**src/rtl/fetch_npc_unit_if.sv**
```systemverilog
// IF-stage / IF-ID boundary bundle: D-stage redirect controls, IM interface and IF/ID outputs.
// The master side drives control and fetch data; the slave (fetch unit) returns pc_F and IF/ID state.
interface fetch_npc_unit_if;
  logic        stall;
  logic [1:0]  npc_op;
  logic        b_jump;
  logic        br_likely;
  logic [15:0] imm16_D;
  logic [25:0] imm26_D;
  logic [31:0] rs_D;
  logic [31:0] instr_F;
  logic [31:0] pc_F;
  logic [31:0] instr_D;
  logic [31:0] pc_D;
  logic [31:0] pc8_D;
  logic        adel_D;

  modport master (
    output stall, npc_op, b_jump, br_likely, imm16_D, imm26_D, rs_D, instr_F,
    input  pc_F, instr_D, pc_D, pc8_D, adel_D
  );

  modport slave (
    input  stall, npc_op, b_jump, br_likely, imm16_D, imm26_D, rs_D, instr_F,
    output pc_F, instr_D, pc_D, pc8_D, adel_D
  );
endinterface

```
**src/rtl/fetch_npc_unit.sv**
```systemverilog
// MIPS IF stage: next-PC selection, PC register and IF/ID pipeline register with
// stall, branch-likely delay-slot nullification and fetch address-error flagging.
module fetch_npc_unit #(
  parameter logic [31:0] PC_RESET = 32'h0000_3000,
  parameter int unsigned IM_WORDS = 4096
) (
  input logic            clk,
  input logic            reset,
  fetch_npc_unit_if.slave bus
);

  typedef enum logic [1:0] {
    NPC_PC4    = 2'd0,
    NPC_BRANCH = 2'd1,
    NPC_J      = 2'd2,
    NPC_JR     = 2'd3
  } npc_op_e;

  localparam logic [31:0] IM_LIMIT = PC_RESET + 32'(IM_WORDS * 4);

  npc_op_e     npc_op;
  logic [31:0] pc_q, pc_d;
  logic [31:0] ifid_instr_q, ifid_instr_d;
  logic [31:0] ifid_pc_q, ifid_pc_d;
  logic [31:0] ifid_pc8_q, ifid_pc8_d;
  logic        ifid_adel_q, ifid_adel_d;

  logic [31:0] pc_plus4;
  logic [31:0] ifid_pc_plus4;
  logic [31:0] br_offset;
  logic [31:0] pc_next;
  logic        adel_f;
  logic        nullify;

  assign npc_op        = npc_op_e'(bus.npc_op);
  assign pc_plus4      = pc_q + 32'd4;
  assign ifid_pc_plus4 = ifid_pc_q + 32'd4;
  assign br_offset     = {{14{bus.imm16_D[15]}}, bus.imm16_D, 2'b00};

  // Fetch proceeds even on a bad address; the word is squashed to a nop and flagged for D.
  assign adel_f = (pc_q[1:0] != 2'b00) || (pc_q < PC_RESET) || (pc_q >= IM_LIMIT);

  // Only a not-taken branch-likely kills its delay slot.
  assign nullify = (npc_op == NPC_BRANCH) && bus.br_likely && !bus.b_jump;

  always_comb begin
    // NOTE: every variable assigned in always_comb gets a default first, so no path infers a latch.
    pc_next = pc_plus4;
    case (npc_op)
      NPC_PC4:    pc_next = pc_plus4;
      NPC_BRANCH: pc_next = bus.b_jump ? (ifid_pc_plus4 + br_offset) : pc_plus4;
      NPC_J:      pc_next = {ifid_pc_plus4[31:28], bus.imm26_D, 2'b00};
      NPC_JR:     pc_next = bus.rs_D;
      default:    pc_next = pc_plus4;
    endcase
  end

  // A stall holds everything and discards the redirect; it is re-evaluated once the stall clears.
  always_comb begin
    pc_d         = pc_q;
    ifid_instr_d = ifid_instr_q;
    ifid_pc_d    = ifid_pc_q;
    ifid_pc8_d   = ifid_pc8_q;
    ifid_adel_d  = ifid_adel_q;
    if (!bus.stall) begin
      pc_d       = pc_next;
      ifid_pc_d  = pc_q;
      ifid_pc8_d = pc_q + 32'd8;
      if (nullify) begin
        ifid_instr_d = 32'd0;
        ifid_adel_d  = 1'b0;
      end else begin
        ifid_instr_d = adel_f ? 32'd0 : bus.instr_F;
        ifid_adel_d  = adel_f;
      end
    end
  end

  always_ff @(posedge clk or negedge reset) begin
    if (!reset) begin
      pc_q         <= PC_RESET;
      ifid_instr_q <= 32'd0;
      ifid_pc_q    <= 32'd0;
      ifid_pc8_q   <= 32'd0;
      ifid_adel_q  <= 1'b0;
    end else begin
      // NOTE: non-blocking assignments so every flop samples the pre-edge values of the others.
      pc_q         <= pc_d;
      ifid_instr_q <= ifid_instr_d;
      ifid_pc_q    <= ifid_pc_d;
      ifid_pc8_q   <= ifid_pc8_d;
      ifid_adel_q  <= ifid_adel_d;
    end
  end

  assign bus.pc_F    = pc_q;
  assign bus.instr_D = ifid_instr_q;
  assign bus.pc_D    = ifid_pc_q;
  assign bus.pc8_D   = ifid_pc8_q;
  assign bus.adel_D  = ifid_adel_q;

endmodule

```
**src/flat_wrapper.sv**
```systemverilog
// flat-port wrapper written by rule: the top's interface ports become plain ports
module fetch_npc_unit_flat 
#(
  parameter logic [31:0] PC_RESET = 32'h0000_3000,
  parameter int unsigned IM_WORDS = 4096
)
  (clk, reset, bus_stall, bus_npc_op, bus_b_jump, bus_br_likely, bus_imm16_D, bus_imm26_D, bus_rs_D, bus_instr_F, bus_pc_F, bus_instr_D, bus_pc_D, bus_pc8_D, bus_adel_D);
  fetch_npc_unit_if bus_i ();
  input logic clk;
  input logic reset;
  input wire logic [$bits(bus_i.stall)-1:0] bus_stall;
  input wire logic [$bits(bus_i.npc_op)-1:0] bus_npc_op;
  input wire logic [$bits(bus_i.b_jump)-1:0] bus_b_jump;
  input wire logic [$bits(bus_i.br_likely)-1:0] bus_br_likely;
  input wire logic [$bits(bus_i.imm16_D)-1:0] bus_imm16_D;
  input wire logic [$bits(bus_i.imm26_D)-1:0] bus_imm26_D;
  input wire logic [$bits(bus_i.rs_D)-1:0] bus_rs_D;
  input wire logic [$bits(bus_i.instr_F)-1:0] bus_instr_F;
  output wire logic [$bits(bus_i.pc_F)-1:0] bus_pc_F;
  output wire logic [$bits(bus_i.instr_D)-1:0] bus_instr_D;
  output wire logic [$bits(bus_i.pc_D)-1:0] bus_pc_D;
  output wire logic [$bits(bus_i.pc8_D)-1:0] bus_pc8_D;
  output wire logic [$bits(bus_i.adel_D)-1:0] bus_adel_D;
  assign bus_i.stall = bus_stall;
  assign bus_i.npc_op = bus_npc_op;
  assign bus_i.b_jump = bus_b_jump;
  assign bus_i.br_likely = bus_br_likely;
  assign bus_i.imm16_D = bus_imm16_D;
  assign bus_i.imm26_D = bus_imm26_D;
  assign bus_i.rs_D = bus_rs_D;
  assign bus_i.instr_F = bus_instr_F;
  assign bus_pc_F = bus_i.pc_F;
  assign bus_instr_D = bus_i.instr_D;
  assign bus_pc_D = bus_i.pc_D;
  assign bus_pc8_D = bus_i.pc8_D;
  assign bus_adel_D = bus_i.adel_D;
  fetch_npc_unit #(.PC_RESET(PC_RESET), .IM_WORDS(IM_WORDS)) u_core (.clk(clk), .reset(reset), .bus(bus_i));
endmodule
```
**config.mk**
```make
export PLATFORM = sky130hd
export DESIGN_NAME = fetch_npc_unit_flat
export DESIGN_NICKNAME = d
export VERILOG_FILES = /design/src/rtl/fetch_npc_unit_if.sv /design/src/rtl/fetch_npc_unit.sv /design/src/flat_wrapper.sv
export SDC_FILE = /design/constraint.sdc
export NUM_CORES = 1
export LEC_CHECK = 0
export CAP_MARGIN = 40
export CORE_ASPECT_RATIO = 1.25
export CORE_MARGIN = 2
export CORE_UTILIZATION = 50
export DETAILED_ROUTE_END_ITERATION = 7
export GPL_ROUTABILITY_DRIVEN = 0
export GPL_TIMING_DRIVEN = 0
export HOLD_SLACK_MARGIN = 0.03
export PLACE_DENSITY = 0.83
export SLEW_MARGIN = 20
export SYNTH_ARGS = -nofsm -noshare
export SYNTH_HDL_FRONTEND = slang
export SYNTH_SLANG_ARGS = --single-unit
```
**constraint.sdc**
```tcl
create_clock -name clk -period 3.8 [get_ports clk]
set_input_delay 0.57 -clock clk [delete_from_list [all_inputs] [get_ports clk]]
set_output_delay 0.57 -clock clk [all_outputs]
set_load 0.005 [all_outputs]
```
# After elaboration in Yosys (flattened, before gate mapping)
# Index checks and enable logic that the tools add are counted.
# Widths: inputs -> output; s select.
[op_classes]
add_sub_neg = 4
magnitude_cmp = 2
n_eq_ne = 3
n_mux = 5
n_reduce_logical = 7
[op_table]
columns = ["operator", "n"]
rows = [
  ["$pmux 32 s4", 1],
  ["$mux 32", 3],
  ["$add 32x3->32 const B", 2],
  ["$add 32x32->32", 1],
  ["$add 32x4->32 const B", 1],
  ["$ge 32x15->1 const B", 1],
  ["$lt 32x14->1 const B", 1],
  ["$eq 2x2->1 const B", 2],
  ["$eq 2x1->1 const B", 1],
  ["$logic_and 1x1->1", 2],
  ["$logic_not 2->1", 1],
  ["$logic_or 1x1->1", 2],
  ["$reduce_bool 2->1", 1],
  ["$logic_not 1->1", 1],
  ["$mux 1", 1],
]
[word_totals]
regBits = 129
output_inout_bits = 129

# Longest topological paths before layout
# Gate-level depths: netlist (run 1).
[logic_depth]
word_depth = 5
depth_mapped = 16
depth_no_buf = 15

# Worst setup path before layout (run 1)
# Ideal clock, no wire load.
[synth_timing]
path_kind = "register to register"
from = "register u_core.ifid_pc_q[4], in the netlist u_core.bus.pc_D[4]"
to = "register u_core.pc_q[28], in the netlist u_core.bus.pc_F[28]"
setup_ns = 0.087
t_arrival_ns = 3.362
required_ns = 3.713
path_slack_ns = 0.351
path_stages_with_launch = 17
n_path_buf = 1
cell_sequence = "dfrtp_1 > and4_1 > nand4_1 > nor2_1 > and2_1 > nand3_1 > xnor2_1 > ha_1 > clkbuf_1 > nand4_1 > nor3_1 > o311ai_0 > a31oi_1 > a21boi_0 > nor3_1 > mux2_2 > o211ai_1"
[synth_via]
elab_chain_len = 4
[synth_lines]
columns = ["element", "line", "rtl"]
rows = [
  ["start: declaration", "fetch_npc_unit.sv:24", "logic [31:0] ifid_pc_q, ifid_pc_d;"],
  ["start signal: assignment", "fetch_npc_unit.sv:90", "ifid_pc_q <= ifid_pc_d;"],
  ["$add 32x3->32 *", "fetch_npc_unit.sv:37", "assign ifid_pc_plus4 = ifid_pc_q + 32'd4;"],
  ["$add 32x32->32", "fetch_npc_unit.sv:51", "NPC_BRANCH: pc_next = bus.b_jump ? (ifid_pc_plus4 + br_offset) : pc_plus4;"],
  ["$mux 32", "fetch_npc_unit.sv:51", ""],
  ["$pmux 32 s4 *", "fetch_npc_unit.sv:49", "case (npc_op)"],
  ["end signal: assignment", "fetch_npc_unit.sv:88", "pc_q <= pc_d;"],
  ["end: declaration", "fetch_npc_unit.sv:22", "logic [31:0] pc_q, pc_d;"],
]
# Mark *: on every way between the ends. The rest lies on a longest branch, timed or not.
# A chain may end at the register's enable or synchronous reset.

# Final worst setup path (run 1)
[layout_timing]
from = "register u_core.ifid_pc_q[5], in the netlist u_core.bus.pc_D[5]"
to = "register u_core.pc_q[28], in the netlist u_core.bus.pc_F[28]"
# The elaborated chain is that of the path after synthesis.

==> insert_results.sql, run 1 <==
INSERT INTO impl_metrics (metric_group, metric, value, unit) VALUES
('global_routing', 'pin_count_of_the_biggest_net_entering_global_routing', '78', ''),
('cts', 'cts.clk_slew.worst_paths', '0.06', 'ns'),
('synthesis', 'yosys.cell_types.count', '72', ''),
('routing', 'via_count', '9819', ''),
('synthesis', 'ys_ff_latch', '126', ''),
('cts', 'clockRootBuffer', 'sky130_fd_sc_hd__clkbuf_16', ''),
('synthesis', 'synthesis.area_per_instance', '8.63', 'um^2'),
('layout', 'drive_above_1_share', '0.100', ''),
('floorplan', 'core-area', '17400', 'um^2'),
('placed_design', 'postPlaceCellArea', '11600', 'um^2'),
('synthesis', 'yosys.area.top_type_share', '0.350', ''),
('sta', 'setup_violations', '0', ''),
('synthesis', 'synth_enable_flop_cells', '0', ''),
('critical_path', 'crit_path_max_fanout', '5', ''),
('floorplan', 'row_count', '54', ''),
('layout', 'area_delta_synth_final', '39.5', '%'),
('critical_path', 'path_buf_inv', '0', ''),
('floorplan', 'floorplan.die_area', '18800', 'um^2'),
('synthesis', 'syn_nets', '1176', ''),
('routing', 'drt.antenna.violating_nets', '0', ''),
('synthesis', 'synth_area_leader_cell', 'sky130_fd_sc_hd__dfrtp_1', ''),
('power_and_ir_drop', 'standby_leakage_power', '5.01', 'nW'),
('sta', 'finalWorstPathRequiredPeriod', '3.78', 'ns'),
('critical_path', 'setup.worst_path.start', 'u_core.bus.pc_D[5]$_DFFE_PN0N_', ''),
('routing', 'drt_drc_violations_left', '3', ''),
('sta', 'rsz0062_at_grt', 'yes', ''),
('critical_path', 'critical_path.cell_chain', 'and4_4 > nand4_1 > nor2_1 > and2_4 > nand3_1 > xnor2_1 > ha_2 > nand4_1 > nor3_2 > o311ai_4 > a31oi_4 > a21boi_2 > nor3_2 > mux2_2 > o211ai_1', ''),
('synthesis', 'mappedNetlistArea', '8870', 'um^2'),
('synthesis', 'ys_warn_count', '0', ''),
('routing', 'route.detailed.vias_per_inst', '6.42', ''),
('routing', 'avgRoutedWirePerCell', '21.6', 'um'),
('critical_path', 'category_of_cells_accounting_for_the_largest_share_of_critical_path_delay', 'simple AND/OR/NAND/NOR gates', ''),
('critical_path', 'path_class', 'reg -> reg', ''),
('sta', 'totalNegativeSetupSlack', '0', 'ns'),
('synthesis', 'syn_inst', '1028', ''),
('min_path', 'worst_hold_path_type', 'in -> async', ''),
('critical_path', 'startpoint_of_the_worst_register_to_register_path', 'u_core.bus.pc_D[5]$_DFFE_PN0N_', ''),
('status', 'status', 'finished with violations', ''),
('synthesis', 'synth-main-ff-cell', 'sky130_fd_sc_hd__dfrtp_1', ''),
('synthesis', 'asyncSetResetFlopFracSynth', '1.00', ''),
('layout', 'stdcell_area', '12400', 'um^2'),
('sta', 'final.setup_skew', '0.00729', 'ns'),
('placed_design', 'placement.io_buffers', '240', ''),
('cts', 'clk_lat_worst_skew', '0.43', 'ns'),
('cts', 'cts-buffers-inserted', '17', ''),
('cts', 'htree_num_levels', '4', ''),
('global_routing', 'gr-total-overflow', '0', ''),
('global_routing', 'grt_usage', '0.346', ''),
('placed_design', 'detailed_place_hpwl', '24600', 'um'),
('cts', 'numClockSinks', '126', ''),
('floorplan', 'io-pin-count', '242', ''),
('power_and_ir_drop', 'max-vdd-ir-drop', '0.000337', 'V'),
('sta', 'timing.max_slew.rel_slack', '0.399', ''),
('synthesis', 'synthTopCellsByCount', 'sky130_fd_sc_hd__dfrtp_1, sky130_fd_sc_hd__nand2_1, sky130_fd_sc_hd__o21ai_0, sky130_fd_sc_hd__nor2_1, sky130_fd_sc_hd__clkbuf_1', ''),
('synthesis', 'ys_top_cells_by_area', 'sky130_fd_sc_hd__dfrtp_1, sky130_fd_sc_hd__xnor2_1, sky130_fd_sc_hd__o21ai_0', ''),
('sta', 'min_period_over_period', '0.996', ''),
('floorplan', 'initial_utilization', '0.509', ''),
('floorplan', 'die_width', '123', 'um'),
('synthesis', 'top_count_cell_post_synth', 'sky130_fd_sc_hd__dfrtp_1', ''),
('global_routing', 'first_pass_grt_wire_length', '50200', 'um'),
('layout', 'finish.net_count', '1441', ''),
('global_routing', 'antenna_found_initial', '0', ''),
('cts', 'holdBufCountCts', '0', ''),
('critical_path', 'slowest_cell_on_crit_path', 'sky130_fd_sc_hd__dfrtp_2', ''),
('critical_path', 'worstPathRequired', '4.15', 'ns'),
('status', 'failing_checks', 'DRC', ''),
('sta', 'timing_hold_violations_final', '0', ''),
('layout', 'antenna_cells_inserted', '0', ''),
('synthesis', 'synth_sequential_area_ratio', '0.356', ''),
('sta', 'drv_slew', '0', ''),
('sta', 'max_freq', '264', 'MHz');
## cells by family (layout without fill, tap and decap cells)
family	Yosys count	after routing	synth area share
muxes	47	47	0.0585
DFF	126	126	0.356
AOI/OAI and AO/OA	297	297	0.220
adders and majority gates	35	35	0.0502
and+or+nand+nor	337	337	0.188
buffers and inverters	103	381	0.0457
xor gates and xnor gates	83	83	0.0819
## stage by stage
step                      worst slack, ns  total power [mW]  utilization  cells  hold WS, ns
after detailed placement           -0.568              4.28        0.665   1493        0.473
final                              0.0165              6.13        0.710   1530       0.0765
after CTS                          0.0178              6.00        0.703   1525       0.0970
after global placement              -2.78              4.23        0.663   1492        0.454
after floorplan                     0.351              3.13            -   1028        0.274
after global routing              -0.0345              6.37        0.710   1530        0.113
## registers in the layout, indices dropped and copies added, names as in the netlist
name / cells
u_core.bus.pc_D: 29
u_core.bus.adel_D: 1
u_core.bus.pc_F: 32
u_core.bus.instr_D: 32
u_core.bus.pc8_D: 32
## power breakdown
part           internal [mW]  switching, mW  total (mW)
logic                   1.21           1.31        2.52
registers               1.58          0.322        1.90
clock network           1.08          0.627        1.71
## layout by cell type (no fill, tap or decap), drive strengths merged, types with 5 or more instances in the layout
cell type / n
o21ai: 93
xnor2: 60
a221oi: 12
nand2: 109
inv: 26
nand4: 34
a22o: 33
mux2i: 11
a211oi: 9
nand2b: 7
ha: 34
a31oi: 14
clkdlybuf4s50: 239
nor3: 29
o21a: 7
nor4: 9
and4: 6
o22ai: 8
o31ai: 5
o221ai: 5
xor2: 23
dfrtp: 124
nand3: 32
a21oi: 52
nor2b: 6
buf: 25
clkinv: 5
mux2: 36
and3: 16
clkbuf: 80
or3: 5
nor2: 69
a21o: 19
## worst reg2reg max path: cells and delay by family, from the launching register on
kind,cells,cell delay [ns]
AO/OA/AOI/OAI,4,0.70
XOR/XNOR,1,0.15
adder cells (fa/ha/maj),1,0.34
flip-flops,1,0.41
multiplexers,1,0.36
AND/OR/NAND/NOR,8,1.74
## per-layer routing
layer | global-route usage | vias up | part of all wire
li1 | - | 4298 | -
met1 | 0.439 | 4596 | 0.37
met2 | 0.544 | 733 | 0.46
met3 | 0.0675 | 192 | 0.10
met4 | 0.202 | 0 | 0.069
met5 | 0 | - | 0
## path summary, 6_finish.rpt
check | end | slack, ns | cells after the start
hold reg to reg | u_core.bus.pc8_D[11]$_DFFE_PN0N_ | 0.48 | 2
min in group clk | u_core.bus.pc8_D[11]$_DFFE_PN0N_ | 0.48 | 2
setup / recovery | u_core.bus.pc_F[28]$_DFFE_PN0N_ | 0.02 | 15
setup reg to reg | u_core.bus.pc_F[28]$_DFFE_PN0N_ | 0.02 | 15
hold / removal | u_core.bus.instr_D[24]$_DFFE_PN0N_ | 0.08 | 1
max in group asynchronous | u_core.bus.instr_D[25]$_DFFE_PN0N_ | 2.99 | 2
## timing repair
action                                  in CTS  in global routing
endpoints found under the hold margin        0                  0
pin swaps                                    3                 10
endpoints found under the setup margin       7                  6
setup buffers                                4                  7
gates resized for setup                     15                 22
## area by class of cell
class	count	area (um^2)
inverter	27	101
tap	224	280
fill	1367	5050
multi-input combinational	799	5430
clock inverter	10	136
clock buffer	22	474
sequential	126	3160
timing repair buffer	252	2510
buffer	70	283
Power figures use the tool's default switching activity.
==> run 2, diff against run 1 <==
- CORE_UTILIZATION: 50 -> 45
- PLACE_DENSITY: 0.83 -> 0.75
==> run 2 against run 1 <==
The run now ends clean. Flip-flop and latch count stayed put. Non-clock buffer count is 4 lower. Global-route usage is 3.1 points lower. Final cell count is 2.4% higher. Clock skew hardly changed. First-iteration DRC count is 6.9% lower. Hold slack worse by 0.037 ns. Combinational power hardly changed. Register-to-register slack better by 0.06 ns. Critical path depth stayed put.
==> insert_results.sql, run 2 (synthesis results as in run 1) <==
INSERT INTO impl_metrics (metric_group, metric, value, unit) VALUES
('power_and_ir_drop', 'seq_power_share', '0.316', ''),
('cts', 'cts_tree', 'yes', ''),
('global_routing', 'pin_count_of_the_biggest_net_entering_global_routing', '76', ''),
('power_and_ir_drop', 'clock_power_share', '0.271', ''),
('sta', 'timing_hold_violations_final', '0', ''),
('sta', 'setup_violations', '0', ''),
('sta', 'fin_worst_hold_slack', '0.0398', 'ns'),
('cts', 'numClockSinks', '126', ''),
('critical_path', 'critical_path.endpoint_type', 'flop', ''),
('power_and_ir_drop', 'p_int', '3.79', 'mW'),
('routing', 'initialDrtViolationCount', '1288', ''),
('critical_path', 'path_class', 'reg -> reg', ''),
('power_and_ir_drop', 'power.combinational.fraction', '0.413', ''),
('floorplan', 'die_width', '130', 'um'),
('power_and_ir_drop', 'p_per_area', '488', 'nW/um^2'),
('sta', 'final.setup.worst_slack', '0.0760', 'ns'),
('floorplan', 'core-area', '19400', 'um^2'),
('sta', 'totalNegativeSetupSlack', '0', 'ns'),
('routing', 'drt_drc_violations_left', '0', ''),
('cts', 'cts.clk_slew.worst_paths', '0.06', 'ns'),
('floorplan', 'io-pin-count', '242', ''),
('global_routing', 'grt_pass1_vias', '9093', ''),
('cts', 'clk_lat_worst_skew', '0.43', 'ns'),
('power_and_ir_drop', 'standby_leakage_power', '4.99', 'nW'),
('placed_design', 'detailed_place_hpwl', '25300', 'um'),
('critical_path', 'timing.critical_path.from_type', 'flop', ''),
('status', 'status', 'complete, no violations', ''),
('power_and_ir_drop', 'max-vdd-ir-drop', '0.000367', 'V'),
('layout', 'layout_commonest_cell', 'sky130_fd_sc_hd__clkdlybuf4s50_1', ''),
('routing', 'avgRoutedWirePerCell', '21.4', 'um'),
('routing', 'drt_pass1_iterations', '6', ''),
('sta', 'max_freq', '269', 'MHz'),
('cts', 'htree_num_levels', '4', ''),
('layout', 'finish.net_count', '1437', ''),
('power_and_ir_drop', 'power.switching_fraction', '0.372', ''),
('cts', 'clockRootBuffer', 'sky130_fd_sc_hd__clkbuf_16', ''),
('power_and_ir_drop', 'total_switching_power', '2.24', 'mW'),
('layout', 'area_delta_synth_final', '39.4', '%'),
('global_routing', 'antenna_found_initial', '0', ''),
('placed_design', 'placement.io_buffers', '240', ''),
('critical_path', 'worstPathRequired', '4.14', 'ns'),
('sta', 'rsz0062_at_grt', 'yes', ''),
('critical_path', 'startpoint_of_the_worst_register_to_register_path', 'u_core.bus.pc_D[7]$_DFFE_PN0N_', ''),
('flow_run', 'max_cap_viol_count', '0', ''),
('sta', 'worst-slew-pin-transition', '0.883', 'ns'),
('critical_path', 'crit_path_max_fanout', '9', ''),
('sta', 'final.setup_skew', '0.00740', 'ns'),
('sta', 'timing.max_slew.rel_slack', '0.412', ''),
('cts', 'cts_max_path_buffers', '2', ''),
('sta', 'min_period_over_period', '0.980', ''),
('layout', 'drive_above_1_share', '0.0968', ''),
('routing', 'via_count', '9620', ''),
('critical_path', 'critPathArrivalTime', '4.06', 'ns'),
('critical_path', 'setup.worst_path.start', 'u_core.bus.pc_D[7]$_DFFE_PN0N_', ''),
('global_routing', 'gr-total-overflow', '0', ''),
('sta', 'finalWorstPathRequiredPeriod', '3.72', 'ns'),
('min_path', 'worst_hold_path_type', 'in -> async', ''),
('placed_design', 'pre_cts_slack', '-0.550', 'ns'),
('layout', 'layout.cells.most_common_list', 'sky130_fd_sc_hd__clkdlybuf4s50_1, sky130_fd_sc_hd__dfrtp_1, sky130_fd_sc_hd__nand2_1, sky130_fd_sc_hd__o21ai_0, sky130_fd_sc_hd__nor2_1', ''),
('routing', 'route.detailed.vias_per_inst', '6.14', ''),
('floorplan', 'floorplan.die_area', '20900', 'um^2'),
('layout', 'antenna_cells_inserted', '0', ''),
('cts', 'cts-buffers-inserted', '17', ''),
('global_routing', 'first_pass_grt_wire_length', '50400', 'um'),
('cts', 'holdBufCountCts', '0', ''),
('routing', 'post_detailed_routing_wire_length', '33500', 'um'),
('routing', 'drt.antenna.violating_nets', '0', ''),
('sta', 'drv_slew', '0', ''),
('floorplan', 'initial_utilization', '0.457', ''),
('global_routing', 'grt_usage', '0.315', ''),
('floorplan', 'height_of_the_chip', '161', 'um'),
('floorplan', 'row_count', '57', '');
[run 2: cell count changes in the layout (fill, tap and decap cells not counted), sizes merged]
cell,before,now
buf,25,23
inv,26,27
clkinvlp,3,0
clkbuf,80,78
clkinv,5,8
bufinv,3,2
[run 2: worst paths after layout]
kind / cells after the start / slack (ns) / endpoint
min reg2reg: 2 / 0.49 / u_core.bus.pc8_D[24]$_DFFE_PN0N_
max: 15 / 0.08 / u_core.bus.pc_F[28]$_DFFE_PN0N_
max reg2reg: 15 / 0.08 / u_core.bus.pc_F[28]$_DFFE_PN0N_
max in group asynchronous: 2 / 3.05 / u_core.bus.pc_F[27]$_DFFE_PN0N_
min: 1 / 0.04 / u_core.bus.pc8_D[11]$_DFFE_PN0N_
min in group clk: 2 / 0.49 / u_core.bus.pc8_D[24]$_DFFE_PN0N_
[run 2: worst max-delay path: stages (launching register included)]
cell and delay, ns:
sky130_fd_sc_hd__dfrtp_2 0.43, sky130_fd_sc_hd__and4_4 0.27, sky130_fd_sc_hd__nand4_1 0.20, sky130_fd_sc_hd__nor2_2 0.17, sky130_fd_sc_hd__and2_4 0.17, sky130_fd_sc_hd__nand3_1 0.09, sky130_fd_sc_hd__xnor2_1 0.17, sky130_fd_sc_hd__ha_4 0.33
sky130_fd_sc_hd__nand4_1 0.18, sky130_fd_sc_hd__nor3_2 0.24, sky130_fd_sc_hd__o311ai_2 0.19, sky130_fd_sc_hd__a31oi_2 0.27, sky130_fd_sc_hd__a21boi_0 0.15, sky130_fd_sc_hd__nor3_1 0.24, sky130_fd_sc_hd__mux2_2 0.37, sky130_fd_sc_hd__o211ai_1 0.15
[run 2: routing by layer]
metal,global-route usage,up-vias,wire [um]
met1,0.408,4529,12800
met5,0,-,0
met2,0.497,657,15400
li1,-,4294,-
met4,0.163,0,1880
met3,0.0629,140,3450
[run 2: what timing repair did]
action,in CTS,in global routing
pin swaps,3,6
gates cloned,0,0
setup endpoints to repair,9,9
buffers inserted,2,7
gates resized for setup,15,16
[run 2: layout make-up]
class,instances,area [um^2]
Buffer,68,274
Clock buffer,22,474
Clock inverter,10,111
Fill cell,1687,7030
Inverter,27,101
Multi-Input combinational cell,799,5410
Sequential cell,126,3170
Tap cell,265,332
Timing Repair Buffer,250,2500
[run 2: power groups by stage]
stage	registers [mW]	clock network (mW)	logic (mW)
6_report	1.91	1.63	2.49
5_1_grt	1.93	1.69	2.68
4_1_cts	1.90	1.64	2.42
3_5_place_dp	1.91	0	2.39
3_3_place_gp	1.91	0	2.35
2_1_floorplan	1.82	0	1.31
[run 2: through the flow]
step	cells	area, um^2	power [mW]	utilization
2_1_floorplan	1028	8870	3.13	-
4_1_cts	1565	12300	5.95	0.632
6_report	1567	12400	6.03	0.638
3_3_place_gp	1533	11600	4.26	0.598
5_1_grt	1567	12400	6.30	0.638
3_5_place_dp	1534	11600	4.30	0.600
